## config.mk

```make
export PLATFORM = sky130hd
export DESIGN_NAME = alu_op_sequencer
export DESIGN_NICKNAME = d
export VERILOG_FILES = /design/src/rtl/alu_op_sequencer_pkg.sv /design/src/rtl/alu_op_sequencer_regfile.sv /design/src/rtl/alu_op_sequencer.sv
export SDC_FILE = /design/constraint.sdc
export NUM_CORES = 1
export LEC_CHECK = 0
export ABC_AREA = 1
export CORE_ASPECT_RATIO = 1.4
export CORE_MARGIN = 4
export CORE_UTILIZATION = 46
export DETAILED_ROUTE_END_ITERATION = 6
export PLACE_DENSITY = 0.74
export SYNTH_ARGS = -nofsm -noshare
export SYNTH_HDL_FRONTEND = slang
export SYNTH_SLANG_ARGS = --single-unit
export TNS_END_PERCENT = 1
```

## constraint.sdc

```tcl
create_clock -name clk -period 1 [get_ports clk]
set_input_delay 0.2 -clock clk [delete_from_list [all_inputs] [get_ports clk]]
set_output_delay 0.2 -clock clk [all_outputs]
set_load 0.01 [all_outputs]
```

## src/rtl/alu_op_sequencer_pkg.sv

```systemverilog
// Shared constants for the ALU operand sequencer: datapath width, register
// index width, ALU select encodings and FSM state encodings.
package alu_op_sequencer_pkg;

  localparam int WIDTH    = 5;
  localparam int IDX_W    = 2;
  localparam int NUM_REGS = 4;

  localparam logic [1:0] SEL_AND = 2'b00;
  localparam logic [1:0] SEL_ADD = 2'b01;
  localparam logic [1:0] SEL_OR  = 2'b10;
  localparam logic [1:0] SEL_XOR = 2'b11;

  typedef enum logic {
    ST_IDLE = 1'b0,
    ST_EXEC = 1'b1
  } state_e;

endpackage

```

## src/rtl/alu_op_sequencer_regfile.sv

```systemverilog
// Operand register file: NUM_REGS x WIDTH, two combinational read ports,
// one synchronous write port, asynchronous clear on rst.
module alu_regfile
  import alu_op_sequencer_pkg::*;
(
  input  logic             clk,
  input  logic             rst,
  input  logic             wr_en,
  input  logic [IDX_W-1:0] wr_addr,
  input  logic [WIDTH-1:0] wr_data,
  input  logic [IDX_W-1:0] rd_addr_a,
  input  logic [IDX_W-1:0] rd_addr_b,
  output logic [WIDTH-1:0] rd_data_a,
  output logic [WIDTH-1:0] rd_data_b
);

  logic [WIDTH-1:0] regs [NUM_REGS];

  // Register storage with single write port.
  always_ff @(posedge clk or posedge rst) begin
    if (rst) begin
      for (int i = 0; i < NUM_REGS; i++) regs[i] <= '0;
    end else if (wr_en) begin
      regs[wr_addr] <= wr_data;
    end
  end

  assign rd_data_a = regs[rd_addr_a];
  assign rd_data_b = regs[rd_addr_b];

endmodule

```

## src/rtl/alu_op_sequencer.sv

```systemverilog
// Command-driven operand sequencer feeding an external 5-bit combinational ALU.
// Loads write an immediate directly; operates take one EXEC cycle with the ALU
// operands driven, then write the ALU result back.
// Optional feature: define ALU_SEQ_ZERO_FLAG_EN to add the registered res_zero
// output (written value == 0).
//
// state   | meaning
// IDLE    | cmd_ready=1, loads complete here, operates latch and move to EXEC
// EXEC    | ALU operands driven from latched ra/rb, writeback at end of cycle
module alu_op_sequencer
  import alu_op_sequencer_pkg::*;
(
  input  logic             clk,
  input  logic             rst,
  input  logic             cmd_valid,
  output logic             cmd_ready,
  input  logic             cmd_load,
  input  logic [1:0]       cmd_sel,
  input  logic [IDX_W-1:0] cmd_rd,
  input  logic [IDX_W-1:0] cmd_ra,
  input  logic [IDX_W-1:0] cmd_rb,
  input  logic [WIDTH-1:0] cmd_imm,
  output logic [WIDTH-1:0] alu_a,
  output logic [WIDTH-1:0] alu_b,
  output logic [1:0]       alu_sel,
  input  logic [WIDTH-1:0] alu_out,
  output logic             res_valid,
  output logic [IDX_W-1:0] res_rd,
`ifdef ALU_SEQ_ZERO_FLAG_EN
  output logic             res_zero,
`endif
  output logic [WIDTH-1:0] res_data
);

  state_e           state_q, state_d;
  logic             accept_load, accept_op, in_exec;
  logic [1:0]       sel_q;
  logic [IDX_W-1:0] rd_q, ra_q, rb_q;
  logic             wr_en;
  logic [IDX_W-1:0] wr_addr;
  logic [WIDTH-1:0] wr_data;
  logic [WIDTH-1:0] rd_data_a, rd_data_b;

  // FSM state register.
  always_ff @(posedge clk or posedge rst) begin
    if (rst) state_q <= ST_IDLE;
    else     state_q <= state_d;
  end

  // Next-state, handshake and command-accept decode.
  always_comb begin
    state_d     = state_q;
    cmd_ready   = 1'b0;
    accept_load = 1'b0;
    accept_op   = 1'b0;
    case (state_q)
      ST_IDLE: begin
        cmd_ready = 1'b1;
        if (cmd_valid) begin
          if (cmd_load) begin
            accept_load = 1'b1;
          end else begin
            accept_op = 1'b1;
            state_d   = ST_EXEC;
          end
        end
      end
      ST_EXEC: state_d = ST_IDLE;
      default: state_d = ST_IDLE;
    endcase
  end

  // Command register for operates; held through EXEC.
  always_ff @(posedge clk or posedge rst) begin
    if (rst) begin
      sel_q <= SEL_AND;
      rd_q  <= '0;
      ra_q  <= '0;
      rb_q  <= '0;
    end else if (accept_op) begin
      sel_q <= cmd_sel;
      rd_q  <= cmd_rd;
      ra_q  <= cmd_ra;
      rb_q  <= cmd_rb;
    end
  end

  assign in_exec = (state_q == ST_EXEC);

  // Loads only happen in IDLE and writebacks only at the end of EXEC, so the
  // single write port is never contended.
  assign wr_en   = accept_load | in_exec;
  assign wr_addr = in_exec ? rd_q    : cmd_rd;
  assign wr_data = in_exec ? alu_out : cmd_imm;

  alu_regfile u_regfile (
    .clk       (clk),
    .rst       (rst),
    .wr_en     (wr_en),
    .wr_addr   (wr_addr),
    .wr_data   (wr_data),
    .rd_addr_a (ra_q),
    .rd_addr_b (rb_q),
    .rd_data_a (rd_data_a),
    .rd_data_b (rd_data_b)
  );

  assign alu_a   = in_exec ? rd_data_a : '0;
  assign alu_b   = in_exec ? rd_data_b : '0;
  assign alu_sel = in_exec ? sel_q     : SEL_AND;

  // Result register: one-cycle strobe plus the index and value just written.
  always_ff @(posedge clk or posedge rst) begin
    if (rst) begin
      res_valid <= 1'b0;
      res_rd    <= '0;
      res_data  <= '0;
    end else begin
      res_valid <= wr_en;
      if (wr_en) begin
        res_rd   <= wr_addr;
        res_data <= wr_data;
      end
    end
  end

`ifdef ALU_SEQ_ZERO_FLAG_EN
  // Zero flag tracks res_data; reset value matches res_data == 0.
  always_ff @(posedge clk or posedge rst) begin
    if (rst)        res_zero <= 1'b1;
    else if (wr_en) res_zero <= (wr_data == '0);
  end
`endif

endmodule

```

# After elaboration in Yosys (flattened, before gate mapping)
# Cells that the tools add are included.
# classes
addsub	0
multipliers	0
div_mod_pow	0
n_lt_le_gt_ge	4
n_eq_ne	0
shifts	0
n_mux	22
bitwise_logic	5
reduce_logical	1
# op_table
cell	n
5-bit two-way mux	8
5-bit binary-select mux with 2-bit select	2
20-bit bitwise mux	1
5-bit demux with 2-bit select	1
3-bit >= comparator (second input constant)	3
2-bit inverter with 3-bit output	3
1-bit two-way mux	7
2-bit two-way mux	2
3-bit by 1-bit < comparator with 1-bit output (second input constant)	1
1-bit one-hot mux with 2 select lines	1
1-bit logical AND	1
1-bit inverter	1
1-bit OR	1
# word_totals
reg_bits	37
latchBits	0
ramBits	0
romBits	0
in_bits	22
output_inout_bits	21
memories	0

# Depth between registers and ports, before layout
# Gate-level depths: netlist of the first run.
# depth
depth_word	7
ltp_mapped	7
mapped_depth_nobuf	6

# Cells and area by module
# Synthesis of the first run repeated with hierarchy kept, for this count alone.
# unflattened
hier_cells	307
hier_area_um2	2169.6
# modules_own_cells
mod	n_inst	cells_each	area_per_inst_um2
alu_regfile	1	189	1305.0
alu_op_sequencer	1	118	864.6

# Worst setup path before layout of the first run
# No wires, ideal clock.
# synth_timing
path_kind	reg2out
startpoint	register state_q, in the netlist in_exec
endpoint	output port alu_a[0]
arrival_time_ns	0.938
required_time_ns	0.800
slack_ns	-0.138
stages_incl_launch_ff	5
n_path_buf	2
path_cell_list	dfrtp_1 -> inv_2 -> buf_6 -> buf_2 -> a21oi_1
# synth_between
elab_chain_cells	1
# synth_rtl
item	line	rtl
from (decl)	alu_op_sequencer.sv:35	state_e state_q, state_d;
from (signal assigned)	alu_op_sequencer.sv:47	else state_q <= state_d;
5-bit two-way mux	alu_op_sequencer.sv:108	assign alu_a = in_exec ? rd_data_a : '0;
to (decl)	alu_op_sequencer.sv:23	output logic [WIDTH-1:0] alu_a,
# Every way passes these cells.

# Worst setup path after layout of the first run
# layout_timing
startpoint	register ra_q[0]
endpoint	output port alu_a[1]
# layout_between
elab_chain_cells	5
# layout_rtl
item	line	rtl
from (decl)	alu_op_sequencer.sv:38	logic [IDX_W-1:0] rd_q, ra_q, rb_q;
from (signal assigned)	alu_op_sequencer.sv:83	ra_q <= cmd_ra;
2-bit inverter with 3-bit output (not written as such)	alu_op_sequencer_regfile.sv:28	assign rd_data_a = regs[rd_addr_a];
5-bit binary-select mux with 2-bit select	alu_op_sequencer_regfile.sv:28	
5-bit two-way mux (not written as such) (2 in series)	alu_op_sequencer_regfile.sv:28	
5-bit two-way mux	alu_op_sequencer.sv:108	
# Every way passes these cells. The select of a mux whose other input is x is not followed.

==> metrics.md, run 1 <==
| Metric | Value |
|---|---|
| Cell taking the most area after synthesis | dfrtp_1 |
| WP data required | approximately 800 ps |
| Synth top area cells | dfrtp_1 45%, nand2_1 22%, nand3_1 7.3% |
| GRT busiest layer | met2 |
| # IOs | 43 |
| Clock Path Buffers | 2 |
| Sw Ratio | between 30% and 40% |
| Slew @ Worst Pin | between 200 and 250 ps |
| Power, Total | 0.00530 W |
| Worst path max stage delay | 400 ps |
| P per Cell Area | 1670 nW/um^2 |
| Design Area, Final | 3170 um^2 |
| Grt met2 use | 38.8% |
| Die footprint | about 5600 um^2 |
| Clk slew on worst S/H paths | around 80 ps |
| Clock skew | between 5 and 6 ps |
| Final Slew Violations | 0 |
| Most frequent cells in the layout | 106 x nand2_1, 36 x dfrtp_1, 31 x buf_4 |
| Setup crit start kind | flop |
| Clock power frac | about a fifth |
| Violated checks | negative setup slack |
| CP max FO | 10 |
| Post-Syn Area per Cell | ~7.2 um^2 |
| Synth top area share | a little under half |
| Place WS | -598 ps |
| Num rows | 28 |
| TritonCTS Buffers | 5 |
| Yosys cell types | 20 |
| Via count | about 2200 |
| Placed Area | ~2900 um^2 |
| Slew Limit Headroom | approximately 86% |
| Final setup viols | 56 |
| Largest net degree at the start of global routing | 38 |
| CP bufs+invs | 2 |
| CTS tree | yes |
| Hold buffer count at cts | 0 |
| Wire per inst | between 10 and 15 um |
| Most common cell on crit path | buf_6 |
| WS Path Type | flop to output port |
| Achievable frequency | ~0.67 GHz |
| CTS sink count | 37 |
| Max Cap Violations | 0 |
| ANT cells | 0 |
| Worst path cell trace | buf_6, nand2_1, nand3_2, a21oi_4, buf_6 |
| CTS root buffer | clkbuf_8 |
| Die height | 87.1 um |
| Nets | slightly below 400 |
| Cells after Synth | 286 |
| Worst Path Arrival | roughly 1300 ps |
| Met3 usage | around 3.6% |
| Int Pwr | 0.00335 W |
| Synth-to-layout area growth | 54.1% |
| Seq cells post-synth | 37 |
| Pre-Repair DR Iteration Count | 4 |
| Detail Route Antenna Nets | 0 |
| Initial Utilization | ~48% |
| DRT Wirelength | around 5.8 mm |
| Core ar. | roughly 4300 um^2 |
| Seq pwr share | about two fifths |
| Routability Congestion | between 0.9 and 1 |
| Worst vdd ir | 0.00111 V |
| # H-tree levels | 2 |
| Commonest non-fill, non-tap cell in the layout | nand2_1 |
| First-pass GRT wire length | roughly 9.5 mm |
| GRT Residual Overflow | 0 |
| Final-report hold violation count | 0 |
| Worst Reg-to-Reg Cells | 9 |
| Unrepaired setup endpoints after global routing | yes |
| Initial antenna violation count | 0 |
| Synth warn | 0 |
| Vias in the first global route | ~2200 |
| Crit path max-delay cell type | dfrtp_1 |
| WHS | about 250 ps |
| Crit path capture type | output port |
| HPWL after detailed placement | 3.91 mm |
| Final period util | 150% |
| Port-buffer cells | 42 |
| Clock Latency Late Sink | approximately 290 ps |
| Top Family by Delay on Critical Path | flip-flops |
| Net Sw Power | ~0.002 W |
| Vias per cell | 5.03 |
| Comb power frac | 42.5% |
| Min-delay worst type | primary input to async pin |
| Final setup margin | -497 ps |
| Final critical-path required period | 1500 ps |
| Levels on crit path | 5 |
| Iter 0 DRT Violations | 105 |
| Global router's overall resource usage | between 20% and 30% |
| Die width | between 60 and 70 um |
| Synth Net Count | just over 300 |
| Share of cells above drive strength 1 | a little under two fifths |
| Leak | 1.63 nW |
| Outcome | finished, violations left |
| Post-Synthesis Cell Area | 2050 um^2 |
| Filler instances | 317 |
| DRC | 0 |
| Met1 Usage GRT | 23.5% |
| Post-synthesis sequential area ratio | 45.1% |
==> cells by family (layout without fill, tap and decap cells) <==
| logic type | count (synthesis) | count (layout) | share of synthesized area (%) |
|---|---|---|---|
| buf+inv | 49 | 132 | 11.0 |
| flops | 37 | 37 | 45.1 |
| compound gates | 22 | 22 | 5.66 |
| simple gates | 178 | 178 | 38.2 |
==> layout make-up <==
type | instances | area, um^2 | share of cell area, %
clock buffer | 6 | 72.6 | 2.29
clock inverter | 2 | 10.0 | 0.316
inverter | 35 | 154 | 4.86
multi-input combinational | 200 | 1120 | 35.4
sequential | 37 | 927 | 29.3
tap | 60 | 75.1 | 2.37
timing repair buffer | 89 | 806 | 25.5
==> worst register-to-register path: cells and delay by family (launching register included) <==
kind | cells | cell delay, ps
simple gates | 5 | 440
flops | 1 | 380
buf+inv | 4 | 490
==> what timing repair did <==
item                       4_1_cts  5_1_grt
cloned                           1        1
setup buffers                    2        0
resized for setup              130       27
pin swaps                       11       11
setup endpoints to repair       58       58
==> layer usage <==
layer | share of wire [%] | wire, um
met1 | 38 | 2220
met2 | 53 | 3080
met3 | 4.0 | 232
met4 | 4.7 | 275
met5 | 0 | 0
==> Yosys cell counts, drive strengths merged <==
library cell,number
nand4,10
a21oi,10
nand3,34
a31oi,5
o21ai,7
inv,35
buf,9
clkbuf,5
dfrtp,37
nand2,125
nor2,9
==> worst paths after layout <==
path / from / end / slack, ps
hold reg to reg: u_regfile.regs[8]$_DFFE_PP0P_ / u_regfile.regs[8]$_DFFE_PP0P_ / 480
hold / removal: rst / sel_q[0]$_DFFE_PP0P_ / 250
setup / recovery: ra_q[0]$_DFFE_PP0P_ / alu_a[1] / -500
max in group asynchronous: rst / u_regfile.regs[15]$_DFFE_PP0P_ / 550
min in group clk: cmd_sel[0] / sel_q[0]$_DFFE_PP0P_ / 440
setup reg to reg: in_exec$_DFF_PP0_ / u_regfile.regs[18]$_DFFE_PP0P_ / -370
==> power by group through the flow <==
stage	clock network (W)	logic [W]	registers [W]
6_report	0.00100	0.00225	0.00204
2_1_floorplan	0	0.00109	0.00203
4_1_cts	0.00104	0.00208	0.00203
3_3_place_gp	0	0.00195	0.00203
3_5_place_dp	0	0.00198	0.00204
5_1_grt	0.00111	0.00247	0.00208
==> flip-flops by register name (all words and copies together) (netlist names) <==
signal          cells
rd_q                2
u_regfile.regs     20
res_rd              2
in_exec             1
rb_q                2
sel_q               2
ra_q                2
res_valid           1
res_data            5
==> per-stage QoR <==
step	util, %	std cells	TNS [ps]
global placement	67.2	417	-19020
finish	74.1	429	-15010
detailed placement	67.2	417	-19470
CTS	71.5	428	-15000
global route	74.1	429	-18400
floorplan	-	286	-3460
Power figures use the tool's default switching activity.
==> inputs of run 2 (changes only) <==
- SETUP_SLACK_MARGIN: default -> 0.02
==> results of run 2 <==
Final layout, timing and power as in run 1 (identical DEF).
